==> config.mk <==
export PLATFORM = sky130hd
export DESIGN_NAME = host_arbiter
export DESIGN_NICKNAME = d
export VERILOG_FILES = /design/src/rtl/host_arbiter_pkg.sv /design/src/rtl/host_arbiter_rr_grant.sv /design/src/rtl/host_arbiter.sv
export SDC_FILE = /design/constraint.sdc
export NUM_CORES = 1
export LEC_CHECK = 0
export ABC_CLOCK_PERIOD_IN_PS = 1990
export BUFFER_PORTS_ARGS = -buffer_cell sky130_fd_sc_hd__buf_2
export CAP_MARGIN = 40
export CORE_ASPECT_RATIO = 1.4
export CORE_MARGIN = 10
export CORE_UTILIZATION = 37
export CTS_CLUSTER_SIZE = 28
export DETAILED_ROUTE_END_ITERATION = 8
export PLACE_DENSITY = 0.78
export SLEW_MARGIN = 20
export SYNTH_ARGS = -nofsm -noshare
export SYNTH_HDL_FRONTEND = slang
export SYNTH_HIERARCHICAL = 1
export SYNTH_SLANG_ARGS = --single-unit
==> constraint.sdc <==
create_clock -name clk -period 1.99 [get_ports clk]
set_input_delay 0.199 -clock clk [delete_from_list [all_inputs] [get_ports clk]]
set_output_delay 0.199 -clock clk [all_outputs]
set_load 0.005 [all_outputs]
==> src/rtl/host_arbiter_pkg.sv <==
// Shared types and bus geometry for the host arbiter and the host bridges that
// sit in front of the Manta core chain.
package host_arbiter_pkg;

    localparam int unsigned BUS_ADDR_WIDTH = 16;
    localparam int unsigned BUS_DATA_WIDTH = 16;
    localparam int unsigned BUS_TIMEOUT    = 255;

    typedef enum logic [1:0] {
        IDLE,
        ISSUE,
        WAIT,
        RESPOND
    } state_t;

    typedef enum logic {
        OWNER_A,
        OWNER_B
    } owner_t;

    function automatic owner_t other_owner(input owner_t owner);
        return (owner == OWNER_A) ? OWNER_B : OWNER_A;
    endfunction

endpackage

==> src/rtl/host_arbiter_rr_grant.sv <==
// Two-requester round-robin grant; the last-served owner only moves when a grant
// is actually taken, so a stalled arbiter never loses its fairness history.
module rr_grant
    import host_arbiter_pkg::*;
(
    input  logic   clk,
    input  logic   rst,
    input  logic   req_a_i,
    input  logic   req_b_i,
    input  logic   accept_i,
    output logic   gnt_valid_o,
    output owner_t gnt_owner_o
);

    owner_t last_q;
    owner_t last_d;

    always_comb begin
        gnt_valid_o = req_a_i | req_b_i;
        if (req_a_i && req_b_i) begin
            gnt_owner_o = other_owner(last_q);
        end else if (req_b_i) begin
            gnt_owner_o = OWNER_B;
        end else begin
            gnt_owner_o = OWNER_A;
        end
        last_d = (accept_i && gnt_valid_o) ? gnt_owner_o : last_q;
    end

    // B counts as last served out of reset so A wins the first tie.
    always_ff @(posedge clk) begin
        if (rst) begin
            last_q <= OWNER_B;
        end else begin
            last_q <= last_d;
        end
    end

endmodule

==> src/rtl/host_arbiter.sv <==
// Shares the Manta core-chain bus between host bridges A and B: one request at a time
// is issued, its return is awaited at the chain end, and the result goes back to its issuer.
module host_arbiter
    import host_arbiter_pkg::*;
#(
    parameter int unsigned ADDR_WIDTH = BUS_ADDR_WIDTH,
    parameter int unsigned DATA_WIDTH = BUS_DATA_WIDTH,
    parameter int unsigned TIMEOUT    = BUS_TIMEOUT
) (
    input  logic                  clk,
    input  logic                  rst,

    input  logic [ADDR_WIDTH-1:0] a_addr_i,
    input  logic [DATA_WIDTH-1:0] a_data_i,
    input  logic                  a_rw_i,
    input  logic                  a_valid_i,
    output logic                  a_ready_o,
    output logic [DATA_WIDTH-1:0] a_data_o,
    output logic                  a_rw_o,
    output logic                  a_valid_o,
    output logic                  a_err_o,

    input  logic [ADDR_WIDTH-1:0] b_addr_i,
    input  logic [DATA_WIDTH-1:0] b_data_i,
    input  logic                  b_rw_i,
    input  logic                  b_valid_i,
    output logic                  b_ready_o,
    output logic [DATA_WIDTH-1:0] b_data_o,
    output logic                  b_rw_o,
    output logic                  b_valid_o,
    output logic                  b_err_o,

    output logic [ADDR_WIDTH-1:0] bus_addr_o,
    output logic [DATA_WIDTH-1:0] bus_data_o,
    output logic                  bus_rw_o,
    output logic                  bus_valid_o,

    input  logic [ADDR_WIDTH-1:0] bus_addr_i,
    input  logic [DATA_WIDTH-1:0] bus_data_i,
    input  logic                  bus_rw_i,
    input  logic                  bus_valid_i
);

    localparam int unsigned CNT_WIDTH = $clog2(TIMEOUT + 1);
    localparam logic [CNT_WIDTH-1:0] CNT_LIMIT = CNT_WIDTH'(TIMEOUT);

    state_t                state_q, state_d;
    owner_t                owner_q, owner_d;
    logic [ADDR_WIDTH-1:0] addr_q, addr_d;
    logic [DATA_WIDTH-1:0] data_q, data_d;
    logic                  rw_q, rw_d;
    logic [CNT_WIDTH-1:0]  cnt_q, cnt_d;
    logic                  hit_q, hit_d;
    logic [DATA_WIDTH-1:0] resp_data_q, resp_data_d;
    logic                  resp_rw_q, resp_rw_d;
    logic                  resp_err_q, resp_err_d;

    logic   gnt_valid;
    owner_t gnt_owner;
    logic   accept;
    logic   ret_match;
    logic   timed_out;

    rr_grant u_rr_grant (
        .clk         (clk),
        .rst         (rst),
        .req_a_i     (a_valid_i),
        .req_b_i     (b_valid_i),
        .accept_i    (accept),
        .gnt_valid_o (gnt_valid),
        .gnt_owner_o (gnt_owner)
    );

    assign accept    = (state_q == IDLE) && gnt_valid;
    assign a_ready_o = accept && (gnt_owner == OWNER_A);
    assign b_ready_o = accept && (gnt_owner == OWNER_B);

    assign ret_match = bus_valid_i && (bus_addr_i == addr_q);
    assign timed_out = (state_q == WAIT) && !hit_q && (cnt_q == CNT_LIMIT);

    always_comb begin
        state_d     = state_q;
        owner_d     = owner_q;
        addr_d      = addr_q;
        data_d      = data_q;
        rw_d        = rw_q;
        cnt_d       = cnt_q;
        hit_d       = hit_q;
        resp_data_d = resp_data_q;
        resp_rw_d   = resp_rw_q;
        resp_err_d  = resp_err_q;

        unique case (state_q)
            IDLE: begin
                cnt_d      = '0;
                hit_d      = 1'b0;
                resp_err_d = 1'b0;
                if (accept) begin
                    owner_d = gnt_owner;
                    if (gnt_owner == OWNER_B) begin
                        addr_d = b_addr_i;
                        data_d = b_data_i;
                        rw_d   = b_rw_i;
                    end else begin
                        addr_d = a_addr_i;
                        data_d = a_data_i;
                        rw_d   = a_rw_i;
                    end
                    state_d = ISSUE;
                end
            end

            // A zero-latency chain returns while the request is still on the bus.
            ISSUE: begin
                if (ret_match) begin
                    hit_d       = 1'b1;
                    resp_data_d = bus_data_i;
                    resp_rw_d   = bus_rw_i;
                end
                state_d = WAIT;
            end

            WAIT: begin
                if (hit_q) begin
                    state_d = RESPOND;
                end else if (timed_out) begin
                    resp_data_d = '0;
                    resp_rw_d   = rw_q;
                    resp_err_d  = 1'b1;
                    state_d     = RESPOND;
                end else begin
                    cnt_d = cnt_q + 1'b1;
                    if (ret_match) begin
                        hit_d       = 1'b1;
                        resp_data_d = bus_data_i;
                        resp_rw_d   = bus_rw_i;
                    end
                end
            end

            RESPOND: begin
                state_d = IDLE;
            end

            default: begin
                state_d = IDLE;
            end
        endcase
    end

    always_ff @(posedge clk) begin
        if (rst) begin
            state_q     <= IDLE;
            owner_q     <= OWNER_A;
            addr_q      <= '0;
            data_q      <= '0;
            rw_q        <= 1'b0;
            cnt_q       <= '0;
            hit_q       <= 1'b0;
            resp_data_q <= '0;
            resp_rw_q   <= 1'b0;
            resp_err_q  <= 1'b0;
        end else begin
            state_q     <= state_d;
            owner_q     <= owner_d;
            addr_q      <= addr_d;
            data_q      <= data_d;
            rw_q        <= rw_d;
            cnt_q       <= cnt_d;
            hit_q       <= hit_d;
            resp_data_q <= resp_data_d;
            resp_rw_q   <= resp_rw_d;
            resp_err_q  <= resp_err_d;
        end
    end

    // Bus and response outputs are gated by state so idle lanes always read as zero.
    always_comb begin
        bus_valid_o = 1'b0;
        bus_addr_o  = '0;
        bus_data_o  = '0;
        bus_rw_o    = 1'b0;
        a_valid_o   = 1'b0;
        a_data_o    = '0;
        a_rw_o      = 1'b0;
        a_err_o     = 1'b0;
        b_valid_o   = 1'b0;
        b_data_o    = '0;
        b_rw_o      = 1'b0;
        b_err_o     = 1'b0;

        if (state_q == ISSUE) begin
            bus_valid_o = 1'b1;
            bus_addr_o  = addr_q;
            bus_data_o  = data_q;
            bus_rw_o    = rw_q;
        end

        if (state_q == RESPOND) begin
            if (owner_q == OWNER_A) begin
                a_valid_o = 1'b1;
                a_data_o  = resp_data_q;
                a_rw_o    = resp_rw_q;
                a_err_o   = resp_err_q;
            end else begin
                b_valid_o = 1'b1;
                b_data_o  = resp_data_q;
                b_rw_o    = resp_rw_q;
                b_err_o   = resp_err_q;
            end
        end
    end

endmodule

==> metrics.md <==
| Metric | Value |
|---|---|
| Outcome | `finished clean` |
| Fin. max-slew vios | `0` |
| Non-filler cells in the finished layout | `739` |
| Fill cell count | `around 900` |
| Placed Instances | `between 700 and 800` |
| Pre-CTS setup slack | `-0.182 ns` |
| Pwr per Cell Area | `1090 nW/um2` |
| Gr ovfl total | `0` |
| Longest Clk Path Bufs | `2` |
| Post-synthesis sequential area ratio | `between 30% and 40%` |
| Final worst setup slack | `0.0832 ns` |
| Vias per inst | `5.02` |
| Maxcap violations | `0` |
| Total GRT Usage | `roughly 15%` |
| Crit path from | `state_q[1]$_SDFFE_PP0P_` |
| Final design area excluding fillers | `5000 um2` |
| Worst rel slew slack | `between 60% and 70%` |
| Synth area leader | `dfxtp_1` |
| Synthesized cell area | `3630 um2` |
| Setup TNS | `0 ns` |
| Placer Congestion | `between 0.8 and 0.9` |
| I/O Pins | `about 180` |
| Row cnt | `42` |
| CTS tree | `built` |
| Layout cells sized above 1 | `a little under two fifths` |
| Port buffer count | `between 150 and 200` |
| ANT nets after route | `0` |
| Worst path required time | `approximately 2.2 ns` |
| Worst hold stages | `3` |
| Reg area | `1280 um2` |
| Chip height | `roughly 140 um` |
| CP startpoint kind | `flop` |
| Final Critical Period | `between 1.5 and 2 ns` |
| Power Total | `5.46 mW` |
| Most Crowded Layer GR | `met2` |
| CTS buffer count | `9` |
| Worst reg-to-reg path cell count | `7` |
| WS Path Type | `reg2reg` |
| Internal reg-to-reg setup slack | `around 0.083 ns` |
| Initial drt markers | `~120` |
| Core ar. | `9510 um2` |
| Cell variety after synth | `43` |
| Peak Freq | `about 520 MHz` |
| Cells after Synth | `about 430` |
| First-pass GRT wire length | `approximately 18,000 um` |
| Crit path DAT | `approximately 2.1 ns` |
| Vias in the first global route | `3,781` |
| Die Span X | `104 um` |
| 1st-pass router iterations | `4` |
| Origin of the critical flop-to-flop path | `state_q[1]$_SDFFE_PP0P_` |
| Post-Route WL | `11,600 um` |
| RR Endpoint | `resp_data_q[1]$_SDFFE_PP0P_` |
| Hpwl dp | `approximately 9100 um` |
| # setup viols final | `0` |
| CP max FO | `5` |
| Fin. Hold Viols | `0` |
| Worst min path class | `in2reg` |
| Vias | `~3,700` |
| Layout net count | `between 700 and 800` |
| Initial antenna violation count | `0` |
| GR Util met2 | `about a quarter` |
| Latest clock arrival within the worst-skew pair | `0.33 ns` |
| Leakage power total | `approximately 2.4 nW` |
| Top cell type's share of synthesized area | `35.3%` |
| Root buf cell | `clkbuf_16` |
| Mapped Nets | `approximately 540` |
| Initial core utilization | `approximately two fifths` |
| Area delta synth->final | `37.8%` |
| Synth area leaders | `dfxtp_1, mux2i_1, and2_1, a211oi_1, nor2_1` |
| GR Util met1 | `between 10% and 20%` |
| Residual DRC | `0` |
| Diodes inserted | `0` |
| Multi-input logic area | `roughly 2200 um2` |
| Final period util | `95.8%` |
| Per-cell routed wire length | `~16 um` |
| CTS Hold Buffers Added | `0` |
| Syn_area_per_cell | `~8.4 um2` |
| Slew of the pin with the lowest slew margin | `roughly 0.57 ns` |
| Dpl cell area | `approximately 4700 um2` |
| Worst Setup EP | `resp_data_q[1]$_SDFFE_PP0P_` |
| Total die area | `roughly 14,000 um2` |
| Largest net degree at the start of global routing | `around 40` |
| Met3 GRT Util | `around 5.2%` |
| Clock transition at path regs | `around 0.050 ns` |
| H-Tree Level Count | `3` |
| Num Clock Sinks | `64` |
| Max VDD drop | `0.792 mV` |
| Syn. warnings | `6` |
| Final Skew | `between 0.004 and 0.005 ns` |
| Endpoint class of the critical path | `flop` |
| Synth Register Bits | `between 60 and 70` |
[worst min path at each step]
stage,slack (ns),endpoint,start
2_1_floorplan,0.31,u_rr_grant/last_q$_SDFFE_PP1P_,rst
3_3_place_gp,0.46,resp_data_q[5]$_SDFFE_PP0P_,resp_data_q[5]$_SDFFE_PP0P_
3_5_place_dp,0.46,resp_data_q[1]$_SDFFE_PP0P_,bus_data_i[1]
4_1_cts,0.12,resp_data_q[1]$_SDFFE_PP0P_,bus_data_i[1]
5_1_grt,0.14,resp_data_q[1]$_SDFFE_PP0P_,bus_data_i[1]
6_report,0.13,resp_data_q[1]$_SDFFE_PP0P_,bus_data_i[1]
[critical path, stage by stage, from the launching register on]
cell and delay, ns:
dfxtp_1 0.36, inv_1 0.12, ha_1 0.20, nor2b_4 0.18
or2_4 0.14, or3b_2 0.51, o21ai_0 0.17, a21oi_1 0.08
[per-layer routing]
layer  wire, um  vias to the layer above
met2       5680                      158
met5          0                        -
met3        877                       18
met1       4820                     1658
met4        201                        0
li1           -                     1874
[layout make-up]
type / instances / area share, %
inverter: 6 / 0.451
tap: 132 / 3.30
multi-input combinational: 330 / 44.1
timing repair buffer: 192 / 20.7
clock inverter: 6 / 1.23
sequential: 64 / 25.6
clock buffer: 9 / 4.51
[where the power goes]
group | total [mW] | switching, mW | internal [mW]
clock | 1.50 | 0.549 | 0.955
sequential | 1.75 | 0.199 | 1.55
combinational | 2.21 | 1.27 | 0.936
total | 5.46 | 2.02 | 3.44
[layout by cell type (no fill, tap or decap), types with 2 or more instances in the layout]
master       n
clkinv_2     3
xnor2_1      3
nand4_1     19
dfxtp_1     64
inv_2        2
nor2_1      47
and2_1      55
nand2_1      9
and3_1      20
nand2b_1     3
o21ai_0      8
o211ai_1     2
a211oi_1    34
o21ai_1     12
ha_1         5
a21oi_1     25
inv_1        4
a31oi_1      2
buf_2      177
nand3_1      5
clkbuf_16    9
or3b_4       2
xor2_1      15
buf_12       3
buf_4       12
nor4_1       5
nor3_1       5
mux2i_1     36
[synth_stat cells, drive strengths merged]
cell     instances
or2              2
nor4             5
inv              6
clkbuf          22
and2b            1
nor2b            2
or3              1
and3            20
o21ai           21
or3b             1
and4bb           1
buf             14
o21bai           1
nand2b           3
nor3b            1
a31oi            2
nand4           19
a2111oi          1
and2            55
ha               6
nand3            5
nor2            47
dfxtp           64
a21oi           25
mux2i           36
xor2            15
nand2            9
nand4b           1
or4b             1
o211ai           2
a21boi           1
nand3b           1
xnor2            3
nor3             5
a211oi          34
o21a             1
[state kept, by name, summed over array words and instances, names as in the netlist]
register,count
state_q,2
addr_q,16
rw_q,1
resp_rw_q,1
resp_data_q,16
resp_err_q,1
hit_q,1
u_rr_grant/last_q,1
owner_q,1
cnt_q,8
data_q,16
[through the flow]
step | util (%) | hold slack (ns)
3_5_place_dp | 48.9 | 0.463
4_1_cts | 52.0 | 0.119
5_1_grt | 52.5 | 0.139
3_3_place_gp | 48.9 | 0.460
2_1_floorplan | - | 0.309
6_report | 52.5 | 0.129
[timing repair]
| action | in CTS | in global routing |
|---|---|---|
| endpoints found under the setup margin | 19 | 17 |
| gates cloned | 0 | 2 |
| setup buffers | 0 | 1 |
| pin swaps | 0 | 1 |
| resized for setup | 3 | 8 |
[cells by family (layout without fill, tap and decap cells)]
family	after synthesis	count (layout)	share of synthesized area (%)
DFF	64	64	35.3
and+or+nand+nor	180	182	27.6
adders and majority gates	6	6	2.07
buffers and inverters	42	213	5.48
muxes	36	36	9.93
xor gates and xnor gates	18	18	4.35
AOI/OAI and AO/OA	88	88	15.2
Note: power is estimated with default switching activity, not from simulation.
